**config.mk**
```make
export PLATFORM = sky130hd
export DESIGN_NAME = sd_sector_arbiter_flat
export DESIGN_NICKNAME = d
export VERILOG_FILES = /design/src/rtl/sd_sector_arbiter_if.sv /design/src/rtl/sd_sector_arbiter.sv /design/src/flat_wrapper.sv
export SDC_FILE = /design/constraint.sdc
export NUM_CORES = 1
export LEC_CHECK = 0
export BUFFER_PORTS_ARGS = -buffer_cell sky130_fd_sc_hd__buf_2
export CAP_MARGIN = 20
export CORE_ASPECT_RATIO = 1.5
export CORE_UTILIZATION = 30
export DETAILED_ROUTE_END_ITERATION = 8
export PLACE_DENSITY_LB_ADDON = 0.15
export REMOVE_ABC_BUFFERS = 1
export SLEW_MARGIN = 10
export SYNTH_ARGS = -nofsm -noshare
export SYNTH_HDL_FRONTEND = slang
export SYNTH_SLANG_ARGS = --single-unit
```
**constraint.sdc**
```tcl
create_clock -name clk_sys -period 2 [get_ports clk_sys]
set_clock_uncertainty 0.05 [all_clocks]
set_input_delay 0.3 -clock clk_sys [delete_from_list [all_inputs] [get_ports clk_sys]]
set_output_delay 0.3 -clock clk_sys [all_outputs]
set_load 0.05 [all_outputs]
```
**src/rtl/sd_sector_arbiter_if.sv**
```systemverilog
// sd_sector_arbiter_if
//   Bundles every signal between the sector arbiter, the NREQ drive
//   models and the IO controller's block-level SD port.
//
//   Requester side : req_lba, req_rd, req_wr, req_buff_din  (to arbiter)
//                    req_ack, req_done, req_err, req_buff_wr (from arbiter)
//   IO block side  : sd_ack, sd_buff_wr                      (to arbiter)
//                    sd_lba, sd_rd, sd_wr, sd_buff_din       (from arbiter)
//   Status         : grant (current/last grantee), arb_state (FSM state)
//
//   Modport master is the arbiter; modport slave is the surrounding
//   logic (drive models plus IO block).
//
//   Handshake: a requester raises req_rd/req_wr as a level and holds it
//   until it sees its req_done pulse, then drops it in that same cycle.
//   The IO block answers sd_rd/sd_wr with sd_ack high for the length of
//   the transfer; sd_buff_wr strobes are only honoured while sd_ack is high.
interface sd_sector_arbiter_if #(
    parameter int NREQ = 2
);
    logic [32*NREQ-1:0] req_lba;
    logic [NREQ-1:0]    req_rd;
    logic [NREQ-1:0]    req_wr;
    logic [NREQ-1:0]    req_ack;
    logic [NREQ-1:0]    req_done;
    logic [NREQ-1:0]    req_err;
    logic [NREQ-1:0]    req_buff_wr;
    logic [8*NREQ-1:0]  req_buff_din;
    logic [31:0]        sd_lba;
    logic               sd_rd;
    logic               sd_wr;
    logic               sd_ack;
    logic               sd_buff_wr;
    logic [7:0]         sd_buff_din;
    logic [1:0]         grant;
    logic [1:0]         arb_state;

    modport master (
        input  req_lba, req_rd, req_wr, req_buff_din, sd_ack, sd_buff_wr,
        output req_ack, req_done, req_err, req_buff_wr,
               sd_lba, sd_rd, sd_wr, sd_buff_din, grant, arb_state
    );

    modport slave (
        output req_lba, req_rd, req_wr, req_buff_din, sd_ack, sd_buff_wr,
        input  req_ack, req_done, req_err, req_buff_wr,
               sd_lba, sd_rd, sd_wr, sd_buff_din, grant, arb_state
    );
endinterface

```
**src/rtl/sd_sector_arbiter.sv**
```systemverilog
// sd_sector_arbiter
//   Shares the single block-level SD port of the IO controller between
//   NREQ (2..4) drive requesters with a round-robin grant. The arbiter
//   runs the IDLE -> REQ -> XFER -> DONE sequence toward the IO block,
//   steers sd_buff_wr to the grantee and muxes the grantee's buffer data
//   onto sd_buff_din.
//
//   Ports:
//     clk_sys  - system clock, all logic on posedge
//     reset_n  - synchronous active-low reset
//     bus      - sd_sector_arbiter_if.master (requester + IO block signals,
//                grant and arb_state debug output)
//
//   Optional feature macro: SD_ARB_TIMEOUT_EN
//     defined   - REQ is abandoned after TIMEOUT cycles without sd_ack;
//                 req_done and req_err pulse together for the grantee.
//     undefined - REQ waits for sd_ack indefinitely, req_err is tied low.
module sd_sector_arbiter #(
    parameter int          NREQ    = 2,
    parameter logic [23:0] TIMEOUT = 24'd10_000_000
) (
    input logic                 clk_sys,
    input logic                 reset_n,
    sd_sector_arbiter_if.master bus
);
    typedef enum logic [1:0] {
        IDLE = 2'd0,
        REQ  = 2'd1,
        XFER = 2'd2,
        DONE = 2'd3
    } state_t;

    state_t          state_q;
    logic [1:0]      grant_q;
    logic [1:0]      rr_q;
    logic [31:0]     sd_lba_q;
    logic            sd_rd_q;
    logic            sd_wr_q;
    logic [NREQ-1:0] req_done_q;

    logic [NREQ-1:0] pending;
    logic            found;
    logic [2:0]      idx;
    logic [1:0]      win;
    logic [31:0]     win_lba;
    logic            win_rd;
    logic            win_wr;
    logic [1:0]      rr_d;
    logic [NREQ-1:0] grant_oh;

    // Round-robin search starting at rr_q; idx wraps modulo NREQ, which
    // need not be a power of two.
    always_comb begin
        pending = bus.req_rd | bus.req_wr;
        found   = 1'b0;
        win     = rr_q;
        idx     = 3'd0;
        for (int k = 0; k < NREQ; k++) begin
            idx = {1'b0, rr_q} + 3'(k);
            if (idx >= 3'(NREQ)) idx = idx - 3'(NREQ);
            for (int i = 0; i < NREQ; i++) begin
                if (!found && idx == 3'(i) && pending[i]) begin
                    found = 1'b1;
                    win   = 2'(i);
                end
            end
        end
        win_lba = 32'd0;
        win_rd  = 1'b0;
        win_wr  = 1'b0;
        for (int i = 0; i < NREQ; i++) begin
            if (win == 2'(i)) begin
                win_lba = bus.req_lba[32*i +: 32];
                win_rd  = bus.req_rd[i];
                win_wr  = bus.req_wr[i];
            end
        end
        rr_d = (grant_q == 2'(NREQ - 1)) ? 2'd0 : grant_q + 2'd1;
    end

    // Grantee steering: acks and buffer strobes reach only the grantee and
    // only during XFER, so a stray sd_ack in IDLE reaches nobody.
    always_comb begin
        bus.sd_buff_din = 8'd0;
        for (int i = 0; i < NREQ; i++) begin
            grant_oh[i]        = (grant_q == 2'(i));
            bus.req_ack[i]     = grant_oh[i] && (state_q == XFER) && bus.sd_ack;
            bus.req_buff_wr[i] = grant_oh[i] && (state_q == XFER) && bus.sd_buff_wr;
            if (grant_oh[i]) bus.sd_buff_din = bus.req_buff_din[8*i +: 8];
        end
    end

`ifdef SD_ARB_TIMEOUT_EN
    logic [23:0]     to_cnt_q;
    logic [NREQ-1:0] req_err_q;
`endif

    always_ff @(posedge clk_sys) begin
        if (!reset_n) begin
            state_q    <= IDLE;
            grant_q    <= 2'd0;
            rr_q       <= 2'd0;
            sd_lba_q   <= 32'd0;
            sd_rd_q    <= 1'b0;
            sd_wr_q    <= 1'b0;
            req_done_q <= '0;
`ifdef SD_ARB_TIMEOUT_EN
            to_cnt_q   <= 24'd0;
            req_err_q  <= '0;
`endif
        end else begin
            req_done_q <= '0;
`ifdef SD_ARB_TIMEOUT_EN
            req_err_q  <= '0;
`endif
            case (state_q)
                IDLE: begin
                    if (found) begin
                        sd_lba_q <= win_lba;
                        grant_q  <= win;
                        // Read wins when both are set; the write stays pending.
                        sd_rd_q  <= win_rd;
                        sd_wr_q  <= win_wr & ~win_rd;
                        state_q  <= REQ;
`ifdef SD_ARB_TIMEOUT_EN
                        to_cnt_q <= 24'd0;
`endif
                    end
                end
                REQ: begin
                    if (bus.sd_ack) begin
                        sd_rd_q <= 1'b0;
                        sd_wr_q <= 1'b0;
                        state_q <= XFER;
                    end
`ifdef SD_ARB_TIMEOUT_EN
                    else if (to_cnt_q == TIMEOUT - 24'd1) begin
                        sd_rd_q    <= 1'b0;
                        sd_wr_q    <= 1'b0;
                        req_done_q <= grant_oh;
                        req_err_q  <= grant_oh;
                        state_q    <= DONE;
                    end else begin
                        to_cnt_q <= to_cnt_q + 24'd1;
                    end
`endif
                end
                XFER: begin
                    if (!bus.sd_ack) begin
                        req_done_q <= grant_oh;
                        state_q    <= DONE;
                    end
                end
                DONE: begin
                    rr_q    <= rr_d;
                    state_q <= IDLE;
                end
                default: state_q <= IDLE;
            endcase
        end
    end

    assign bus.sd_lba    = sd_lba_q;
    assign bus.sd_rd     = sd_rd_q;
    assign bus.sd_wr     = sd_wr_q;
    assign bus.req_done  = req_done_q;
    assign bus.grant     = grant_q;
    assign bus.arb_state = state_q;

`ifdef SD_ARB_TIMEOUT_EN
    assign bus.req_err = req_err_q;
`else
    assign bus.req_err = '0;
    logic unused_timeout;
    assign unused_timeout = ^TIMEOUT;
`endif
endmodule

```
**src/flat_wrapper.sv**
```systemverilog
// flat-port wrapper written by rule: the top's interface ports become plain ports
module sd_sector_arbiter_flat 
#(
    parameter int          NREQ    = 2,
    parameter logic [23:0] TIMEOUT = 24'd10_000_000
)
  (clk_sys, reset_n, bus_req_lba, bus_req_rd, bus_req_wr, bus_req_buff_din, bus_sd_ack, bus_sd_buff_wr, bus_req_ack, bus_req_done, bus_req_err, bus_req_buff_wr, bus_sd_lba, bus_sd_rd, bus_sd_wr, bus_sd_buff_din, bus_grant, bus_arb_state);
  sd_sector_arbiter_if #(.NREQ(NREQ)) bus_i ();
  input logic clk_sys;
  input logic reset_n;
  input wire logic [$bits(bus_i.req_lba)-1:0] bus_req_lba;
  input wire logic [$bits(bus_i.req_rd)-1:0] bus_req_rd;
  input wire logic [$bits(bus_i.req_wr)-1:0] bus_req_wr;
  input wire logic [$bits(bus_i.req_buff_din)-1:0] bus_req_buff_din;
  input wire logic [$bits(bus_i.sd_ack)-1:0] bus_sd_ack;
  input wire logic [$bits(bus_i.sd_buff_wr)-1:0] bus_sd_buff_wr;
  output wire logic [$bits(bus_i.req_ack)-1:0] bus_req_ack;
  output wire logic [$bits(bus_i.req_done)-1:0] bus_req_done;
  output wire logic [$bits(bus_i.req_err)-1:0] bus_req_err;
  output wire logic [$bits(bus_i.req_buff_wr)-1:0] bus_req_buff_wr;
  output wire logic [$bits(bus_i.sd_lba)-1:0] bus_sd_lba;
  output wire logic [$bits(bus_i.sd_rd)-1:0] bus_sd_rd;
  output wire logic [$bits(bus_i.sd_wr)-1:0] bus_sd_wr;
  output wire logic [$bits(bus_i.sd_buff_din)-1:0] bus_sd_buff_din;
  output wire logic [$bits(bus_i.grant)-1:0] bus_grant;
  output wire logic [$bits(bus_i.arb_state)-1:0] bus_arb_state;
  assign bus_i.req_lba = bus_req_lba;
  assign bus_i.req_rd = bus_req_rd;
  assign bus_i.req_wr = bus_req_wr;
  assign bus_i.req_buff_din = bus_req_buff_din;
  assign bus_i.sd_ack = bus_sd_ack;
  assign bus_i.sd_buff_wr = bus_sd_buff_wr;
  assign bus_req_ack = bus_i.req_ack;
  assign bus_req_done = bus_i.req_done;
  assign bus_req_err = bus_i.req_err;
  assign bus_req_buff_wr = bus_i.req_buff_wr;
  assign bus_sd_lba = bus_i.sd_lba;
  assign bus_sd_rd = bus_i.sd_rd;
  assign bus_sd_wr = bus_i.sd_wr;
  assign bus_sd_buff_din = bus_i.sd_buff_din;
  assign bus_grant = bus_i.grant;
  assign bus_arb_state = bus_i.arb_state;
  sd_sector_arbiter #(.NREQ(NREQ), .TIMEOUT(TIMEOUT)) u_core (.clk_sys(clk_sys), .reset_n(reset_n), .bus(bus_i));
endmodule
```
==> impl_metrics.env <==
export IMPL_grt_overflow_total=0
export IMPL_fin_hold_ws_ns=0.199
export IMPL_drv_cap=0
export IMPL_routed_wl_mm=6.17
export IMPL_crit_buf_inv=2
export IMPL_drc=0
export IMPL_synth_seq_cells=42
export IMPL_clock_latency_ns=0.29
export IMPL_dp_cells=440
export IMPL_worstPathRequired_ns=1.65
export IMPL_die_area_mm2=0.00732
export IMPL_synth_top_family_by_area="compound AO/OA/AOI/OAI gates"
export IMPL_end_kind="output port"
export IMPL_clk_pin_slew_worst_paths_ns=0.09
export IMPL_fin_nets=463
export IMPL_die_h_um=104
export IMPL_multi_input_comb_area_mm2=0.00113
export IMPL_nFillCells=690
export IMPL_top_usage_layer="met2"
export IMPL_routedWlPerCell_um=13.8
export IMPL_arrival_ns=1.46
export IMPL_regArea_um2=841
export IMPL_layout_common_cells="138 x buf_2, 48 x nor2_1, 42 x dfxtp_1, 35 x o21ai_0, 22 x a221oi_1"
export IMPL_holdPathStages=3
export IMPL_crit_fanout=5
export IMPL_finalWeightedCongestion=0.740
export IMPL_cts_setup_buffers=0
export IMPL_syn_area_mm2=0.00209
export IMPL_met1_usage=0.189
export IMPL_r2r_start="u_core.rr_q[1]"
export IMPL_cpLargestDelayFamily="buffers and inverters"
export IMPL_grt_pass1_wl_mm=10.2
export IMPL_drive_gt1_frac=0.462
export IMPL_coreArea_mm2=0.00662
export IMPL_finalHoldViolCount=0
export IMPL_vias_per_cell=5.08
export IMPL_num_rows=36
export IMPL_r2r_cells=5
export IMPL_htree_num_levels=2
export IMPL_ys_warn_count=0
export IMPL_antenna_found_initial=0
export IMPL_cp_slowest_cell="dfxtp_1"
export IMPL_worst_setup_path_start_kind="register"
export IMPL_p_leak_nw=1.41
export IMPL_gr_usage_met2=0.313
export IMPL_hp_start="bus_req_lba[33]"
export IMPL_layout_cells_non_filler=448
export IMPL_yosys_mux_area_fraction=0.0430
export IMPL_ant_nets=0
export IMPL_io_buffers=139
export IMPL_io_pins=142
export IMPL_outcome="completed"
export IMPL_yosysUniqueCellTypes=40
export IMPL_min_path_type="input pin to register"
export IMPL_p_per_area_mw_per_mm2=1520
export IMPL_firstDrtPassIters=4
export IMPL_synthXorXnorAreaFrac=0
export IMPL_die_w_um=70.2
export IMPL_postSynthAreaPerCell_um2=8.83
export IMPL_cts_tree="built"
export IMPL_gr_usage_met3=0.0388
export IMPL_min_period_ns=1.81
export IMPL_rr_endpoint="u_core.bus.sd_lba[7]"
export IMPL_final_area_mm2=0.00296
export IMPL_final_common_cell="buf_2"
export IMPL_regToRegSetupSlack_ns=0.28
export IMPL_cts_buffers=5
export IMPL_synth_edf_count=0
export IMPL_diodes=0
export IMPL_synthArstFlopShare=0
export IMPL_synth_compound_area_share=0.296
export IMPL_drtIter0Drc=61
export IMPL_synthAdderAreaFrac=0.0293
export IMPL_cts_root_buf="clkbuf_8"
export IMPL_setup_viol=0
export IMPL_start_util=0.316
export IMPL_cp_slowest_stage_delay_ns=0.36
export IMPL_max_freq_mhz=552
export IMPL_via_count=2278
export IMPL_period_share=0.905
export IMPL_whs_endpoint="u_core.bus.sd_lba[1]"
export IMPL_drv_slew=0
export IMPL_yosys_most_used_dff="dfxtp_1"
export IMPL_synthCells=237
export IMPL_grt_max_degree=33
export IMPL_track_usage=0.170
export IMPL_clockBufferDepth=2
export IMPL_synth_seq_area_share=0.402
export IMPL_path_cells="inv_1 > ha_2 > nand2_1 > nor3_1 > buf_2"
export IMPL_critPathKind="register to output port"
export IMPL_area_growth_pct=41.4
export IMPL_ir_drop_v=0.000837
export IMPL_dpl_hpwl_mm=4.51
export IMPL_cts_sinks=42
export IMPL_rsz0062_at_grt="false"
export IMPL_grt_pass1_vias=2267
export IMPL_synth_simple_area_share=0.161
export IMPL_place_area_mm2=0.00287
timing repair:
| action | in CTS | in global routing |
|---|---|---|
| hold buffers | 0 | 0 |
| endpoints found under the hold margin | 0 | 0 |
| gates resized for setup | 0 | 3 |
| endpoints found under the setup margin | 0 | 2 |
tightest hold or removal path, stage by stage:
cell	delay, ns
buf_2	0.08
a221oi_2	0.05
nor2_1	0.08
how the worst max path moves through the flow:
stage | start | slack [ns] | cells after the start | to
3_5_place_dp | bus_req_wr[0] | 0.22 | 6 | u_core.bus.sd_lba[11]
6_report | u_core.bus.arb_state[0] | 0.19 | 5 | bus_req_buff_wr[0]
5_1_grt | u_core.bus.arb_state[0] | 0.05 | 5 | bus_req_ack[0]
4_1_cts | u_core.bus.arb_state[0] | 0.07 | 5 | bus_req_ack[0]
3_3_place_gp | bus_req_wr[0] | 0.24 | 6 | u_core.bus.sd_lba[11]
2_1_floorplan | u_core.bus.arb_state[1] | -0.91 | 5 | u_core.bus.sd_wr
per-stage QoR:
step | total power [W] | setup WS [ns] | setup TNS, ns | utilization
2_1_floorplan | 0.00319 | -0.914 | -26.16 | -
3_3_place_gp | 0.00396 | 0.242 | 0 | 0.433
3_5_place_dp | 0.00397 | 0.218 | 0 | 0.433
4_1_cts | 0.00455 | 0.0674 | 0 | 0.446
5_1_grt | 0.00480 | 0.0495 | 0 | 0.447
6_report | 0.00450 | 0.189 | 0 | 0.447
sequential cells by signal, summed over array words and instances (netlist names):
| name | cells |
|---|---|
| u_core.bus.sd_lba | 32 |
| u_core.bus.arb_state | 2 |
| u_core.bus.grant | 2 |
| u_core.bus.req_done | 2 |
| u_core.rr_q | 2 |
| u_core.bus.sd_rd | 1 |
| u_core.bus.sd_wr | 1 |
power by group:
group          internal (W)  switching, W
Clock              0.000246      0.000306
Sequential          0.00112      0.000140
Combinational      0.000755       0.00193
synthesized netlist by cell type, drive strengths merged (2+ instances only):
cell / n / area, um2
nor3: 7 / 35.0
buf: 11 / 83.8
clkbuf: 11 / 41.3
o21ai: 35 / 175
nand2: 4 / 15.0
mux2i: 9 / 90.1
nor2b: 2 / 12.5
and2: 2 / 12.5
o211ai: 2 / 20.0
nand2b: 2 / 12.5
ha: 4 / 50.1
dfxtp: 42 / 841
a21oi: 2 / 10.0
nand3b: 2 / 15.0
nor2: 49 / 186
a221oi: 32 / 343
inv: 4 / 15.0
area by class of cell:
class                           count  share of cell area
Inverter                            4             0.00507
Clock inverter                      3             0.00634
Sequential cell                    42               0.284
Timing Repair Buffer              148               0.267
Multi-Input combinational cell    170               0.382
Clock buffer                        5              0.0232
Tap cell                           76              0.0321
logic make-up (layout without fill, tap and decap cells):
logic type	Yosys count	count (layout)
AOI/OAI and AO/OA	79	79
adders and majority gates	5	5
buffers and inverters	26	160
DFF	42	42
muxes	9	9
other	1	2
and+or+nand+nor	75	75
layer usage:
| metal | vias to the layer above | routed length, um | share of wire |
|---|---|---|---|
| met5 | - | 0 | 0 |
| met4 | 0 | 78 | 0.013 |
| met3 | 5 | 457 | 0.074 |
| met2 | 102 | 3130 | 0.51 |
| met1 | 1034 | 2510 | 0.41 |
| li1 | 1137 | - | - |
No activity file was read; power rests on OpenSTA's default activity.
